### src/rtl/stopwatch_pkg.sv
// Shared types and constants for the stopwatch controller and its BCD digits.
package stopwatch_pkg;

  typedef enum logic [1:0] {
    IDLE  = 2'd0,
    RUN   = 2'd1,
    PAUSE = 2'd2
  } state_e;

  localparam int         BCD_W   = 4;
  localparam logic [3:0] BCD_MAX = 4'd9;

endpackage

### src/rtl/stopwatch_ctrl_if.sv
// Front-panel pulses in, display/status out, between the debouncer and the display driver.
interface stopwatch_ctrl_if #(parameter int NUM_DIGITS = 4);

  logic                    start_stop;
  logic                    clear;
  logic                    lap;
  logic [4*NUM_DIGITS-1:0] disp;
  logic                    running;
  logic                    lap_active;
  logic                    tick;
  logic                    ovf;

  modport master (
    output start_stop, clear, lap,
    input  disp, running, lap_active, tick, ovf
  );

  modport slave (
    input  start_stop, clear, lap,
    output disp, running, lap_active, tick, ovf
  );

endinterface

### src/rtl/stopwatch_ctrl_bcd_digit.sv
// One decade counter digit; is_nine feeds the carry/enable chain of the next digit.
module bcd_digit
  import stopwatch_pkg::*;
(
  input  logic             clk,
  input  logic             rst,
  input  logic             en,
  input  logic             clr,
  output logic [BCD_W-1:0] q,
  output logic             is_nine
);

  logic [BCD_W-1:0] q_q;

  always_ff @(posedge clk or negedge rst) begin
    if (!rst) begin
      q_q <= '0;
    end else if (clr) begin
      q_q <= '0;
    end else if (en) begin
      q_q <= (q_q == BCD_MAX) ? '0 : q_q + 1'b1;
    end
  end

  assign q       = q_q;
  assign is_nine = (q_q == BCD_MAX);

endmodule

### src/rtl/stopwatch_ctrl.sv
// Run/pause/lap controller: FSM, count-tick prescaler, digit enable chain, lap freeze and overflow.
module stopwatch_ctrl
  import stopwatch_pkg::*;
#(
  parameter int NUM_DIGITS = 4,
  parameter int TICK_DIV   = 1000
) (
  input  logic            clk,
  input  logic            rst,
  stopwatch_ctrl_if.slave bus
);

  localparam int PW = (TICK_DIV > 1) ? $clog2(TICK_DIV) : 1;
  localparam logic [PW-1:0] PRESC_LAST = PW'(TICK_DIV - 1);

  state_e                  state_q;
  logic [PW-1:0]           presc_q;
  logic                    running_q;
  logic                    lap_active_q;
  logic                    ovf_q;
  logic [4*NUM_DIGITS-1:0] frozen_q;
  logic [4*NUM_DIGITS-1:0] live;
  logic [NUM_DIGITS-1:0]   digit_en;
  logic [NUM_DIGITS-1:0]   is_nine;
  logic                    tick;
  logic                    clr_all;
  logic                    all_nine;

  assign tick     = (state_q == RUN) && (presc_q == PRESC_LAST);
  assign clr_all  = bus.clear && (state_q != RUN);
  assign all_nine = &is_nine;

  for (genvar k = 0; k < NUM_DIGITS; k++) begin : g_digit
    if (k == 0) begin : g_lsd
      assign digit_en[k] = tick;
    end else begin : g_upper
      assign digit_en[k] = digit_en[k-1] & is_nine[k-1];
    end

    bcd_digit u_digit (
      .clk     (clk),
      .rst     (rst),
      .en      (digit_en[k]),
      .clr     (clr_all),
      .q       (live[k*BCD_W +: BCD_W]),
      .is_nine (is_nine[k])
    );
  end

  // Clear outranks start_stop, which outranks lap; the prescaler still advances on a pausing edge
  always_ff @(posedge clk or negedge rst) begin
    if (!rst) begin
      state_q      <= IDLE;
      presc_q      <= '0;
      running_q    <= 1'b0;
      lap_active_q <= 1'b0;
      ovf_q        <= 1'b0;
      frozen_q     <= '0;
    end else if (clr_all) begin
      state_q      <= IDLE;
      presc_q      <= '0;
      running_q    <= 1'b0;
      lap_active_q <= 1'b0;
      ovf_q        <= 1'b0;
      frozen_q     <= '0;
    end else begin
      case (state_q)
        IDLE, PAUSE: begin
          if (bus.start_stop) begin
            state_q   <= RUN;
            running_q <= 1'b1;
          end
        end
        RUN: begin
          presc_q <= (presc_q == PRESC_LAST) ? '0 : presc_q + 1'b1;
          if (tick && all_nine) begin
            ovf_q <= 1'b1;
          end
          if (bus.start_stop) begin
            state_q   <= PAUSE;
            running_q <= 1'b0;
          end else if (bus.lap) begin
            lap_active_q <= ~lap_active_q;
            if (!lap_active_q) begin
              frozen_q <= live;
            end
          end
        end
        default: begin
          state_q   <= IDLE;
          running_q <= 1'b0;
        end
      endcase
    end
  end

  assign bus.disp       = lap_active_q ? frozen_q : live;
  assign bus.running    = running_q;
  assign bus.lap_active = lap_active_q;
  assign bus.tick       = tick;
  assign bus.ovf        = ovf_q;

endmodule

### src/flat_wrapper.sv
// flat-port wrapper written by rule: the top's interface ports become plain ports
module stopwatch_ctrl_flat import stopwatch_pkg::*;
#(
  parameter int NUM_DIGITS = 4,
  parameter int TICK_DIV   = 1000
)
  (clk, rst, bus_start_stop, bus_clear, bus_lap, bus_disp, bus_running, bus_lap_active, bus_tick, bus_ovf);
  stopwatch_ctrl_if #(.NUM_DIGITS(NUM_DIGITS)) bus_i ();
  input  logic clk;
  input  logic rst;
  input wire logic [$bits(bus_i.start_stop)-1:0] bus_start_stop;
  input wire logic [$bits(bus_i.clear)-1:0] bus_clear;
  input wire logic [$bits(bus_i.lap)-1:0] bus_lap;
  output wire logic [$bits(bus_i.disp)-1:0] bus_disp;
  output wire logic [$bits(bus_i.running)-1:0] bus_running;
  output wire logic [$bits(bus_i.lap_active)-1:0] bus_lap_active;
  output wire logic [$bits(bus_i.tick)-1:0] bus_tick;
  output wire logic [$bits(bus_i.ovf)-1:0] bus_ovf;
  assign bus_i.start_stop = bus_start_stop;
  assign bus_i.clear = bus_clear;
  assign bus_i.lap = bus_lap;
  assign bus_disp = bus_i.disp;
  assign bus_running = bus_i.running;
  assign bus_lap_active = bus_i.lap_active;
  assign bus_tick = bus_i.tick;
  assign bus_ovf = bus_i.ovf;
  stopwatch_ctrl #(.NUM_DIGITS(NUM_DIGITS), .TICK_DIV(TICK_DIV)) u_core (.clk(clk), .rst(rst), .bus(bus_i));
endmodule
### config.mk
export PLATFORM = sky130hd
export DESIGN_NAME = stopwatch_ctrl_flat
export DESIGN_NICKNAME = d
export VERILOG_FILES = /design/src/rtl/stopwatch_pkg.sv /design/src/rtl/stopwatch_ctrl_if.sv /design/src/rtl/stopwatch_ctrl_bcd_digit.sv /design/src/rtl/stopwatch_ctrl.sv /design/src/flat_wrapper.sv
export SDC_FILE = /design/constraint.sdc
export NUM_CORES = 1
export LEC_CHECK = 0
export ABC_AREA = 1
export CELL_PAD_IN_SITES_DETAIL_PLACEMENT = 1
export CELL_PAD_IN_SITES_GLOBAL_PLACEMENT = 1
export CORE_MARGIN = 3
export CORE_UTILIZATION = 46
export CTS_CLUSTER_DIAMETER = 60
export DETAILED_ROUTE_END_ITERATION = 10
export GPL_TIMING_DRIVEN = 0
export PLACE_DENSITY_LB_ADDON = 0.1
export SLEW_MARGIN = 20
export SYNTH_ARGS = -nofsm -noshare
export SYNTH_HDL_FRONTEND = slang
export SYNTH_HIERARCHICAL = 1
export SYNTH_SLANG_ARGS = --single-unit
### constraint.sdc
create_clock -name clk -period 2.4 [get_ports clk]
set_input_delay 0.36 -clock clk [delete_from_list [all_inputs] [get_ports clk]]
set_output_delay 0.36 -clock clk [all_outputs]
set_load 0.02 [all_outputs]
* Yosys cells after proc, flatten, opt, wreduce, memory -nomap -nowiden
Index checks and enable logic that the tools add are counted.
Storage, ports and cells: register bits 47, bits of input ports 5, output and inout port bits 20, word-level logic and storage cells 81
Operators by class: add/subtract/negate cells 5, eq/ne operators 11, multiplexer cells 35, bitwise gates (word level) 4, reduce and logical (&&, ||, !) cells 16
Operator list (number):
- $mux W16 | 5
- $mux W4 | 12
- $mux W10 | 3
- $add A4 B1 Y4 const B | 4
- $eq A4 B4 Y1 const B | 4
- $reduce_bool A2 Y1 | 7
- $add A10 B1 Y10 const B | 1
- $eq A10 B10 Y1 const B | 1
- $mux W1 | 10
- $mux W2 | 3
- $ne A3 B2 Y1 const B | 2
- $ne A2 B1 Y1 const B | 2
- $pmux W2 S2 | 1
- $reduce_and A2 Y1 | 2
- $reduce_and A4 Y1 | 1
- $and A1 B1 Y1 | 3
- $logic_and A1 B1 Y1 | 3
- $reduce_and A3 Y1 | 1
- $eq A2 B1 Y1 const B | 1
- $eq A2 B2 Y1 const B | 1
- $logic_not A2 Y1 | 1
- $pmux W1 S2 | 1
- $reduce_or A2 Y1 | 1
- $not A1 Y1 | 1

* Depth between registers and ports, before layout
Gate-level depths: netlist of run 1.
depth in word-level cells 7, mapped depth 12, mapped depth without buffers 12

* Cells and area by module
The synthesis of run 1 kept the hierarchy.
Modules (own cells, without submodules):
- stopwatch_ctrl | times used 1, cells an instance 244, area an instance 1938.1 um^2, seq. area each 775.7 um^2
- bcd_digit | times used 4, cells an instance 39, area an instance 266.5 um^2, seq. area each 100.1 um^2

* Worst setup path after synthesis of run 1
Ideal clock, no wire load.
path type reg-to-reg, from register u_core.presc_q[0], to register u_core.g_digit[0].u_digit.q_q[2], library setup time 0.119 ns, arrival 1.458 ns, required time 2.281 ns, slack 0.822 ns, stages on the path, launching flop included 11, buffers on the path 0, clock period less this slack 1.578 ns, cell sequence dfrtp_1 -> ha_1 -> nand2_1 -> inv_1 -> nand4_1 -> inv_1 -> inv_1 -> nand2_1 -> nand3_1 -> nand2_1 -> nor2_1
On the way: longest elaborated chain between the ends 3
Ends and longest elaborated chain:
- start, declared | RTL line stopwatch_ctrl.sv:17 | logic [PW-1:0] presc_q;
- start signal, assigned | RTL line stopwatch_ctrl.sv:75 | presc_q <= (presc_q == PRESC_LAST) ? '0 : presc_q + 1'b1;
- $eq A10 B10 Y1 | RTL line stopwatch_ctrl.sv:29 | assign tick = (state_q == RUN) && (presc_q == PRESC_LAST);
- $logic_and A1 B1 Y1 | RTL line stopwatch_ctrl.sv:29
- net bus_tick | RTL line flat_wrapper.sv:17 | output wire logic [$bits(bus_i.tick)-1:0] bus_tick;
- $reduce_bool A2 Y1 (no source line)
- end signal, assigned | RTL line stopwatch_ctrl_bcd_digit.sv:21 | q_q <= (q_q == BCD_MAX) ? '0 : q_q + 1'b1;
- end, declared | RTL line stopwatch_ctrl_bcd_digit.sv:13 | logic [BCD_W-1:0] q_q;
The timed path passes the listed nets, and every way through them passes these cells. A chain may end at the register's enable or synchronous reset.

* Worst setup path in the final report of run 1
from register u_core.lap_active_q (netlist: u_core/bus.lap_active), to output port bus_disp[1]
On the way: longest elaborated chain between the ends 1
Ends and longest elaborated chain:
- start, declared | RTL line stopwatch_ctrl.sv:19 | logic lap_active_q;
- start signal, assigned | RTL line stopwatch_ctrl.sv:83 | lap_active_q <= ~lap_active_q;
- $mux W16 | RTL line stopwatch_ctrl.sv:97 | assign bus.disp = lap_active_q ? frozen_q : live;
- end, declared | RTL line flat_wrapper.sv:14 | output wire logic [$bits(bus_i.disp)-1:0] bus_disp;
No other way between the ends.

==> results of run 1 <==
[cell families after synthesis]
logic type      count (synthesis)  share of synthesized area (%)
flops                          47                           39.2
xor+xnor                        3                          0.875
compound gates                 34                           8.29
simple gates                  229                           36.8
buf+inv                        78                           11.2
fa+ha+maj                       9                           3.75
[path summary, 6_finish.rpt]
kind | slack, ps | start | endpoint | cells after the start
min reg2reg | 530 | u_core/frozen_q[9] | u_core/frozen_q[9] | 2
min in group clk | 530 | u_core/frozen_q[9] | u_core/frozen_q[9] | 2
max | 140 | u_core/bus.lap_active | bus_disp[1] | 6
max in group asynchronous | 1880 | rst | u_core/presc_q[0] | 1
min | 60 | rst | u_core/g_digit[0].u_digit/q[1] | 1
max reg2reg | 430 | u_core/g_digit[0].u_digit/q[1] | u_core/g_digit[3].u_digit/q[2] | 12
[registers in the layout, summed over array words and instances, names as in the netlist]
register                  flops
u_core/bus.lap_active         1
u_core/bus.ovf                1
u_core/bus.running            1
u_core/frozen_q              16
u_core/g_digit.u_digit/q     16
u_core/presc_q               10
u_core/state_q                2
[area by class of cell]
class	count	area [um2]
Buffer	9	71.3
Clock buffer	6	82.6
Clock inverter	2	35.0
Fill cell	774	2680
Inverter	69	267
Multi-Input combinational cell	275	1500
Sequential cell	47	1180
Tap cell	75	93.8
Timing Repair Buffer	25	234
[cells in the final DEF (no fill, tap or decap)]
cell type	count
nand2_2	4
o21bai_1	4
dlymetal6s2s_1	1
nand3_2	13
ha_2	1
inv_1	65
and2_1	16
o21ai_2	17
clkdlybuf4s50_1	11
xnor2_1	1
a21o_1	1
nand2_1	127
a21oi_1	5
nor3_1	3
o22ai_1	2
dfrtp_2	1
clkinv_2	1
dlygate4sd2_1	11
nor2_1	16
nor2_2	9
buf_2	3
nand4_1	9
clkbuf_8	6
buf_6	3
nand3_1	28
inv_2	2
inv_4	1
nor2_4	3
clkinv_4	1
buf_4	5
xor2_1	2
bufinv_16	1
nand2_4	1
ha_1	8
o21ai_0	5
dfrtp_1	46
[where the power goes]
| part | total, W | switching, W | internal, W |
|---|---|---|---|
| logic | 0.000585 | 0.000416 | 0.000169 |
| clock network | 0.000624 | 0.000286 | 0.000338 |
| registers | 0.000883 | 0.0000433 | 0.000839 |
[per-layer routing]
metal  share of wire, %  wire length, um  vias to the layer above
met3                2.3              170                        5
met2                 50             3800                       28
met4               0.92               69                        0
li1                   -                -                     1301
met1                 46             3480                     1282
met5                  0                0                        -
[metrics by stage]
stage               utilization [%]  hold slack [ps]  power [W]  std cells  TNS, ps
detailed placement             54.4              428    0.00148        499        0
floorplan                         -             64.4    0.00129        400        0
CTS                            56.2             92.3    0.00211        507        0
global placement               54.4              491    0.00146        499   -25430
global route                   56.4              101    0.00221        508        0
finish                         56.4             62.1    0.00209        508        0
[timing repair]
action | CTS | global route
gates resized for setup | 14 | 1
setup buffers | 0 | 1
endpoints found under the setup margin | 11 | 2
pin swaps | 0 | 1
==> impl_results.md, run 1 <==
* Status: finished, final reports clean
* Residual DRC at 0
* Synth area leaders: dfrtp_1 (39%), nand2_1 (16%), inv_1 (8.1%)
* TritonCTS Sinks at 47
* Final number of hold-violating endpoints at 0
* Worst hold path class: in2async
* Drt wl/cell at 14.8 um
* Gr busiest metal: met2
* Net count after synthesis at 414
* Starting density of the core at 49.0%
* Largest net degree at the start of global routing at 48
* Critical path class: reg2out
* Finished Cell Area at 3460 um2
* Die extent in x at 86.8 um
* Max stage delay on crit path at 590 ps
* Slew Viols, Final at 0
* Chip height at 86.8 um
* Main synth FF type: dfrtp_1
* Total CTS buffers at 5
* Slowest cell on crit path: clkdlybuf4s50_1
* Arrival time at the worst endpoint at 1900 ps
* Max capacitance violation total at 0
* Period utilization at 94.2%
* Yosys Warn Count at 6
* Core ar. at 6130 um2
* DRT Pass-1 Iters at 4
* Layout area overhead at 15.0%
* Crit path max-delay family: buffers and inverters
* H-tree levels at 2
* Power Dens Cells at 605 nW/um2
* Met2 usage at 38.6%
* Lkg Pwr at 1.79 nW
* DP Worst Slack at 90.2 ps
* Dpl cell area at 3340 um2
* Clock buffer depth at 2
* Async set-reset flop share out of synthesis at 100%
* Initial antenna violation count at 0
* Via density per instance at 5.15
* Number of global-route vias before repair at 2833
* Hold-fix buffer count after cts at 0
* Synth unique cells at 28
* Boundary pin count at 25
* Worst VDD drop at 0.463 mV
* All-Layer GR Usage at 21.9%
* Setup crit start kind: register
* Worst Path Max Fanout at 10
* FP Rows at 28
* Die ar. at 7540 um2
* Mapped Area at 3000 um2
* Worst setup EP type: output port
* Global route overflow at 0
* Cell with the most instances after synthesis: nand2_1
* Worst path required time at 2040 ps
* Via count at 2616
* Fraction of the yosys area taken by sequential cells at 39.2%
* Share of layout cells above drive strength 1 at 16.6%
* M3 GR Usage at 3.23%
* Ant diodes at 0
* CP Cell Sequence: buf_2, inv_2, nand2_1, and2_1, inv_1, clkdlybuf4s50_1
* RSZ-0062 raised after global routing: false
* Buffers on Ports at 24
* Slew headroom at 58.0%
* Area leader, netlist: dfrtp_1
* Worst Tran Pin Value at 630 ps
* Synth top cells by count: nand2_1 (127), inv_1 (65), dfrtp_1 (47)
* Clock Pin Slew Worst Setup and Hold Paths at 90 ps
* Clk root buf: clkbuf_8
* Tmin final at 2260 ps
* Min setup slack post-route at 138 ps
* CTS tree: done
* Fmax achieved at 0.442 GHz
* Initial detailed-routing violation count at 94
* Met1 Resource Use GR at 27.7%
* Syn avg cell area at 7.51 um2
* CP bufs+invs at 4
* Worst-Skew Late Latency at 300 ps
* Fin nets at 446
* Final setup fails at 0
* Yosys top cell area share at 39.2%
* DP Wirelength at 5620 um
* Routability congestion estimate at 0.765
* First-pass GRT wire length at 13000 um
* Post-synth EDFFs at 0
* Synth Instances at 400
* Remaining antenna violation count at 0
* Synth Register Bits at 47
* Clk_skew at 5.93 ps
* Final wirelength at 7520 um
Power figures use the tool's default switching activity.
==> run 2, diff against run 1 <==
--- a/config.mk
+++ b/config.mk
@@ -9,7 +9,7 @@
 export CELL_PAD_IN_SITES_DETAIL_PLACEMENT = 1
 export CELL_PAD_IN_SITES_GLOBAL_PLACEMENT = 1
 export CORE_MARGIN = 3
-export CORE_UTILIZATION = 46
+export CORE_UTILIZATION = 43
 export CTS_CLUSTER_DIAMETER = 60
 export DETAILED_ROUTE_END_ITERATION = 10
 export GPL_TIMING_DRIVEN = 0
==> constraint.sdc (replaced) <==
create_clock -name clk -period 2.2 [get_ports clk]
set_input_delay 0.33 -clock clk [delete_from_list [all_inputs] [get_ports clk]]
set_output_delay 0.33 -clock clk [all_outputs]
set_load 0.02 [all_outputs]
==> run 2 against run 1 <==
Compared with the run above: sequential power increased by 8.6%; flip-flop and latch count unchanged; via count decreased by 0.11%; final cell count increased by 3.3%; first-iteration DRC count increased by 11%; clock power decreased by 15%; critical path type unchanged; largest cell class unchanged.
==> impl_results.md, run 2 (synthesis gave the netlist of run 1 again) <==
* Status: finished, final reports clean
* Register-to-Register Path Depth at 10 (-2)
* Share of layout cells above drive strength 1 at 18.5% (+1.9 points)
* Clk_skew at 3.37 ps (-2.56 ps)
* Tmin final at 2100 ps
* Final number of hold-violating endpoints at 0 (unchanged)
* FP Rows at 29 (+3.6%)
* P_sw at 0.000799 W (+7.3%)
* All-Layer GR Usage at 20.8% (-1.0 points)
* Chip height at 89.6 um (+3.2%)
* CP Cell Sequence: buf_2, inv_2, buf_4, nand2_1, and2_1, inv_1, clkdlybuf4s15_1
* Clock buffer depth at 2 (unchanged)
* Critical path class: reg2out
* RSZ-0062 raised after global routing: false
* Max capacitance violation total at 0 (unchanged)
* Core ar. at 6570 um2 (+7.1%)
* Layout area overhead at 12.8%
* CTS tree: done
* Register share of total power at 45.1% (+2.9 points)
* Power Dens Cells at 627 nW/um2 (+3.6%)
* FF-to-FF Start: u_core/g_digit[0].u_digit/q[0]
* Via density per instance at 4.98 (-3.3%)
* # Post-CTS Setup Buffers at 0 (unchanged)
* Lkg Pwr at 1.74 nW (-3.1%)
* Slew Viols, Final at 0 (unchanged)
* Die ar. at 8030 um2 (+6.5%)
* Starting density of the core at 45.7% (-3.3 points)
* Fin nets at 445 (-0.22%)
* Via count at 2613 (-0.11%)
* TritonCTS Sinks at 47 (unchanged)
* Logic pwr share at 29.9% (+1.9 points)
* Clock group share of total power at 25.0% (-4.8 points)
* Slew headroom at 58.0% (about the same)
* Setup crit start kind: register
* Die extent in x at 89.6 um (+3.2%)
* Clock Pin Slew Worst Setup and Hold Paths at 90 ps (about the same)
* H-tree levels at 2 (unchanged)
* Int Pwr at 0.00132 W (-1.7%)
* Worst path required time at 1870 ps (-170 ps)
* Layout fillers at 852 (+10%)
* Tot Pwr at 0.00212 W (+1.5%)
* Worst hold path class: in2async
* Drt wl/cell at 14.4 um (-2.5%)
* Worst-Skew Late Latency at 310 ps (about the same)
* Commonest non-fill, non-tap cell in the layout: nand2_1
* Worst Path Max Fanout at 10 (unchanged)
* First-pass GRT wire length at 12800 um (-1.4%)
* Fmax achieved at 0.476 GHz
* Global route overflow at 0 (unchanged)
* Hold-fix buffer count after cts at 0 (unchanged)
* Worst VDD drop at 0.260 mV (-44%)
* R2R Path End: u_core/g_digit[3].u_digit/q[2]
* Worst setup EP type: output port
* DP Wirelength at 5750 um (+2.2%)
* Total CTS buffers at 5 (unchanged)
* Initial detailed-routing violation count at 104 (+11%)
* Final setup fails at 0 (unchanged)
* Initial antenna violation count at 0 (unchanged)
* Most frequent cells in the layout: nand2_1 (127), inv_1 (64), dfrtp_1 (46)
* Period utilization at 95.5%
* DRT Pass-1 Iters at 4 (unchanged)
* Largest net degree at the start of global routing at 48 (unchanged)
* Buffers on Ports at 24 (unchanged)
* Final wirelength at 7580 um (+0.74%)
* R2R setup slack at 330 ps (-100 ps)
* Worst Tran Pin Value at 630 ps (-0.261 ps)
* Final Util at 51.6% (-4.8 points)
* Clk root buf: clkbuf_8
* Ant diodes at 0 (unchanged)
* Switching share of total power at 37.7% (+2.0 points)
* Boundary pin count at 25 (unchanged)
* Slowest cell on crit path: dfrtp_1
* Number of global-route vias before repair at 2730 (-3.6%)
* Routability congestion estimate at 0.885 (+16%)
* Max stage delay on crit path at 390 ps (-200 ps)
* CP bufs+invs at 5 (+1)
* Arrival time at the worst endpoint at 1770 ps (-130 ps)
* Residual DRC at 0 (unchanged)
* Crit path max-delay family: buffers and inverters
* Remaining antenna violation count at 0 (unchanged)
## run 2: routing by layer
| layer | global-route usage (%) | vias up | wire length, um | share of wire, % |
|---|---|---|---|---|
| met5 | 0 | - | 0 | 0 |
| met2 | 36.6 | 19 | 3850 | 51 |
| li1 | - | 1294 | - | - |
| met4 | 6.09 | 0 | 85 | 1.1 |
| met3 | 2.74 | 8 | 138 | 1.8 |
| met1 | 26.7 | 1292 | 3500 | 46 |
## run 2: repair_timing
item / in CTS / in global routing
pin swaps: 0 / 1
gates resized for setup: 24 / 18
endpoints found under the setup margin: 17 / 11
## run 2: power by group through the flow
stage	clock, W	combinational, W	sequential, W
detailed placement	0	0.000634	0.000975
global route	0.000578	0.000709	0.000966
floorplan	0	0.000416	0.000987
global placement	0	0.000616	0.000974
finish	0.000530	0.000635	0.000959
CTS	0.000544	0.000642	0.000960
## run 2: final cells by class
| cell class | instances | area [um2] | area share, % |
|---|---|---|---|
| repair buffers | 24 | 180 | 5.32 |
| multi-input cells | 275 | 1500 | 44.1 |
| inverters | 69 | 267 | 7.87 |
| plain buffers | 9 | 71.3 | 2.10 |
| clock buffers | 7 | 76.3 | 2.25 |
| flip-flops and latches | 47 | 1180 | 34.7 |
| clock inverters | 1 | 5.00 | 0.148 |
| well taps | 93 | 116 | 3.43 |
## run 2: through the flow
| step | area, um2 | hold WS (ps) | std cells | TNS (ps) | setup WS (ps) |
|---|---|---|---|---|---|
| after global placement | 3360 | 490 | 517 | -34020 | -727 |
| after global routing | 3390 | 74.7 | 525 | 0 | 5.96 |
| after detailed placement | 3360 | 396 | 517 | -15.8 | -15.8 |
| after floorplan | 3000 | 34.4 | 400 | 0 | 622 |
| after CTS | 3430 | 60.3 | 525 | 0 | 0.346 |
| final | 3390 | 41.4 | 525 | 0 | 98.0 |
## run 2: worst max-delay path by stage
stage / startpoint / endpoint / cells past startpoint
6_report: u_core/bus.lap_active / bus_disp[8] / 7
2_1_floorplan: u_core/presc_q[0] / u_core/g_digit[0].u_digit/q[2] / 10
3_5_place_dp: u_core/presc_q[0] / bus_tick / 6
5_1_grt: u_core/bus.lap_active / bus_disp[8] / 7
4_1_cts: u_core/bus.lap_active / bus_disp[9] / 7
3_3_place_gp: rst / u_core/g_digit[2].u_digit/q[0] / 1
## run 2: worst reg2reg max path: cells and delay by family (launching register included)
| kind | cells | cell delay (ps) |
|---|---|---|
| adders and majority gates | 1 | 250 |
| buffers and inverters | 1 | 90 |
| DFF | 1 | 490 |
| and+or+nand+nor | 8 | 940 |
==> run 3, diff against run 2 <==
--- a/config.mk
+++ b/config.mk
@@ -14,7 +14,6 @@
 export DETAILED_ROUTE_END_ITERATION = 10
 export GPL_TIMING_DRIVEN = 0
 export PLACE_DENSITY_LB_ADDON = 0.1
-export SLEW_MARGIN = 20
 export SYNTH_ARGS = -nofsm -noshare
 export SYNTH_HDL_FRONTEND = slang
 export SYNTH_HIERARCHICAL = 1
==> run 3 against run 2 <==
Compared with the run above: register-to-register slack got worse by 20 ps; final area increased by 1.0%; clock power decreased by 2%; final cell count increased by 0.57%; global-route usage increased by 0.39 points; sequential power about the same; count of clock-buffer cells in the layout unchanged; sequential share of layout area decreased by 0.34 points; critical path depth decreased by 1; non-clock buffer count increased by 3; wire length increased by 0.29%; critical path type unchanged; largest cell class unchanged.
==> impl_results.md, run 3 (synthesis gave the netlist of run 1 again) <==
* Worst hold path class: in2async
* Boundary pin count at 25 (unchanged)
* Arrival time at the worst endpoint at 1720 ps (-50 ps)
* Dpl cell area at 3380 um2 (+0.52%)
* Period utilization at 93.2% (-2.4 points)
* Number of global-route vias before repair at 2755 (+0.92%)
* Worst Tran Pin Value at 482 ps (-148 ps)
* Final number of hold-violating endpoints at 0 (unchanged)
* Clock buffer depth at 2 (unchanged)
* Final setup fails at 0 (unchanged)
* CP bufs+invs at 4 (-1)
* Tmin final at 2050 ps (-52.5 ps)
* Worst-Skew Late Latency at 300 ps (about the same)
* Ant diodes at 0 (unchanged)
* Crit path max-delay family: buffers and inverters
* Layout fillers at 847 (-0.59%)
* Max stage delay on crit path at 430 ps (+40 ps)
* First-pass GRT wire length at 13100 um (+1.8%)
* Slowest cell on crit path: dfrtp_1
* R2R Path End: u_core/g_digit[3].u_digit/q[2]
* DRT Pass-1 Iters at 4 (unchanged)
* Power Dens Cells at 620 nW/um2 (-1.1%)
* CP Cell Sequence: inv_1, nand4_1, inv_1, nand4_1, inv_2, dlygate4sd2_1
* TritonCTS Sinks at 47 (unchanged)
* Core ar. at 6570 um2 (unchanged)
* RSZ-0062 raised after global routing: false
* Largest net degree at the start of global routing at 30 (-38%)
* Layout area overhead at 13.9%
* FP Rows at 29 (unchanged)
* Placed insts at 518 (+0.19%)
* Routability congestion estimate at 0.885 (unchanged)
* Worst path required time at 1870 ps (about the same)
* Via density per instance at 4.89 (-1.8%)
* Slew headroom at 67.9% (+9.9 points)
* Global route overflow at 0 (unchanged)
* R2R setup slack at 310 ps (-20 ps)
* Final Util at 52.1% (+0.51 points)
* Critical path depth at 6 (-1)
* Slew Viols, Final at 0 (unchanged)
* FF-to-FF Start: u_core/presc_q[4]
* Lkg Pwr at 1.76 nW (+1.2%)
* Via count at 2580 (-1.3%)
* Die ar. at 8030 um2 (unchanged)
* Clock Pin Slew Worst Setup and Hold Paths at 90 ps (about the same)
* Final wirelength at 7600 um (+0.29%)
* Most frequent cells in the layout: nand2_1 (127), inv_1 (64), dfrtp_1 (46)
* Remaining antenna violation count at 0 (unchanged)
* Initial antenna violation count at 0 (unchanged)
* Setup TNS at 0 ps (unchanged)
* Buffers on Ports at 24 (unchanged)
* Max capacitance violation total at 0 (unchanged)
* Share of layout cells above drive strength 1 at 18.9% (+0.33 points)
* Die extent in x at 89.6 um (unchanged)
* Finished Cell Area at 3420 um2 (+1.0%)
* Worst Path Max Fanout at 4 (-6)
* Fin nets at 448 (+0.67%)
* Drt wl/cell at 14.4 um (-0.28%)
* Status: finished, final reports clean
* Worst VDD drop at 0.239 mV (-8.3%)
* Total CTS buffers at 5 (unchanged)
* Setup crit start kind: register
* DP Wirelength at 5890 um (+2.6%)
* Tot Pwr at 0.00212 W (about the same)
* Critical path class: reg2out
* Worst setup EP type: output port
* H-tree levels at 2 (unchanged)
* Clk root buf: clkbuf_8
* All-Layer GR Usage at 21.2% (+0.39 points)
* CTS tree: done
* Chip height at 89.6 um (unchanged)
* Starting density of the core at 45.7% (unchanged)
* Residual DRC at 0 (unchanged)
* Initial detailed-routing violation count at 97 (-6.7%)
* Register-to-Register Path Depth at 11 (+1)
* Commonest non-fill, non-tap cell in the layout: nand2_1
* Fmax achieved at 0.488 GHz (+2.6%)
* Final Non-Filler Cells at 528 (+0.57%)
* Clk_skew at 4.80 ps (+1.43 ps)
## run 3: cell count changes in the layout (fill, tap and decap cells not counted), sizes merged
cell / change
clkdlybuf4s15: -1
dlygate4sd2: +1
buf: +2
dlygate4sd3: +1
## run 3: metrics by stage
step,worst slack [ps],hold slack (ps)
after global routing,11.9,538
after CTS,3.43,528
after detailed placement,-18.1,319
final,151,510
after global placement,-727,490
after floorplan,622,34.4
## run 3: final cells by class
cell class                 instances  area, um2  share of cell area [%]
buffer                             9       71.3                    2.08
multi-input combinational        275       1500                    43.7
timing repair buffer              27        214                    6.25
clock buffer                       7       76.3                    2.23
clock inverter                     1       5.00                   0.146
sequential                        47       1180                    34.4
tap                               93        116                    3.40
inverter                          69        267                    7.79
## run 3: power by group
group / switching [W] / total [W] / internal (W)
sequential: 0.0000431 / 0.000958 / 0.000915
combinational: 0.000452 / 0.000641 / 0.000189
clock: 0.000298 / 0.000522 / 0.000224
total: 0.000793 / 0.00212 / 0.00133
## run 3: how the worst max path moves through the flow
stage                     startpoint                             end  slack [ps]
5_1_grt            u_core/presc_q[4]                        bus_tick          10
3_3_place_gp                     rst  u_core/g_digit[2].u_digit/q[0]        -730
3_5_place_dp       u_core/presc_q[0]                        bus_tick         -20
4_1_cts        u_core/bus.lap_active                     bus_disp[7]           3
6_report           u_core/presc_q[4]                        bus_tick         150
2_1_floorplan      u_core/presc_q[0]  u_core/g_digit[0].u_digit/q[2]         620
## run 3: layer usage
metal	up-vias	GRT usage (%)	part of all wire (%)
met5	-	0	0
met4	0	4.87	0.92
met3	7	3.01	1.9
met2	25	38.0	52
met1	1247	26.9	45
li1	1301	-	-
## run 3: repair_timing
| action | in CTS | in global routing |
|---|---|---|
| hold endpoints to repair | 18 | 0 |
| setup buffers | 0 | 1 |
| pin swaps | 0 | 1 |
| hold buffers | 1 | 0 |
| endpoints found under the setup margin | 17 | 11 |
| resized for setup | 22 | 19 |
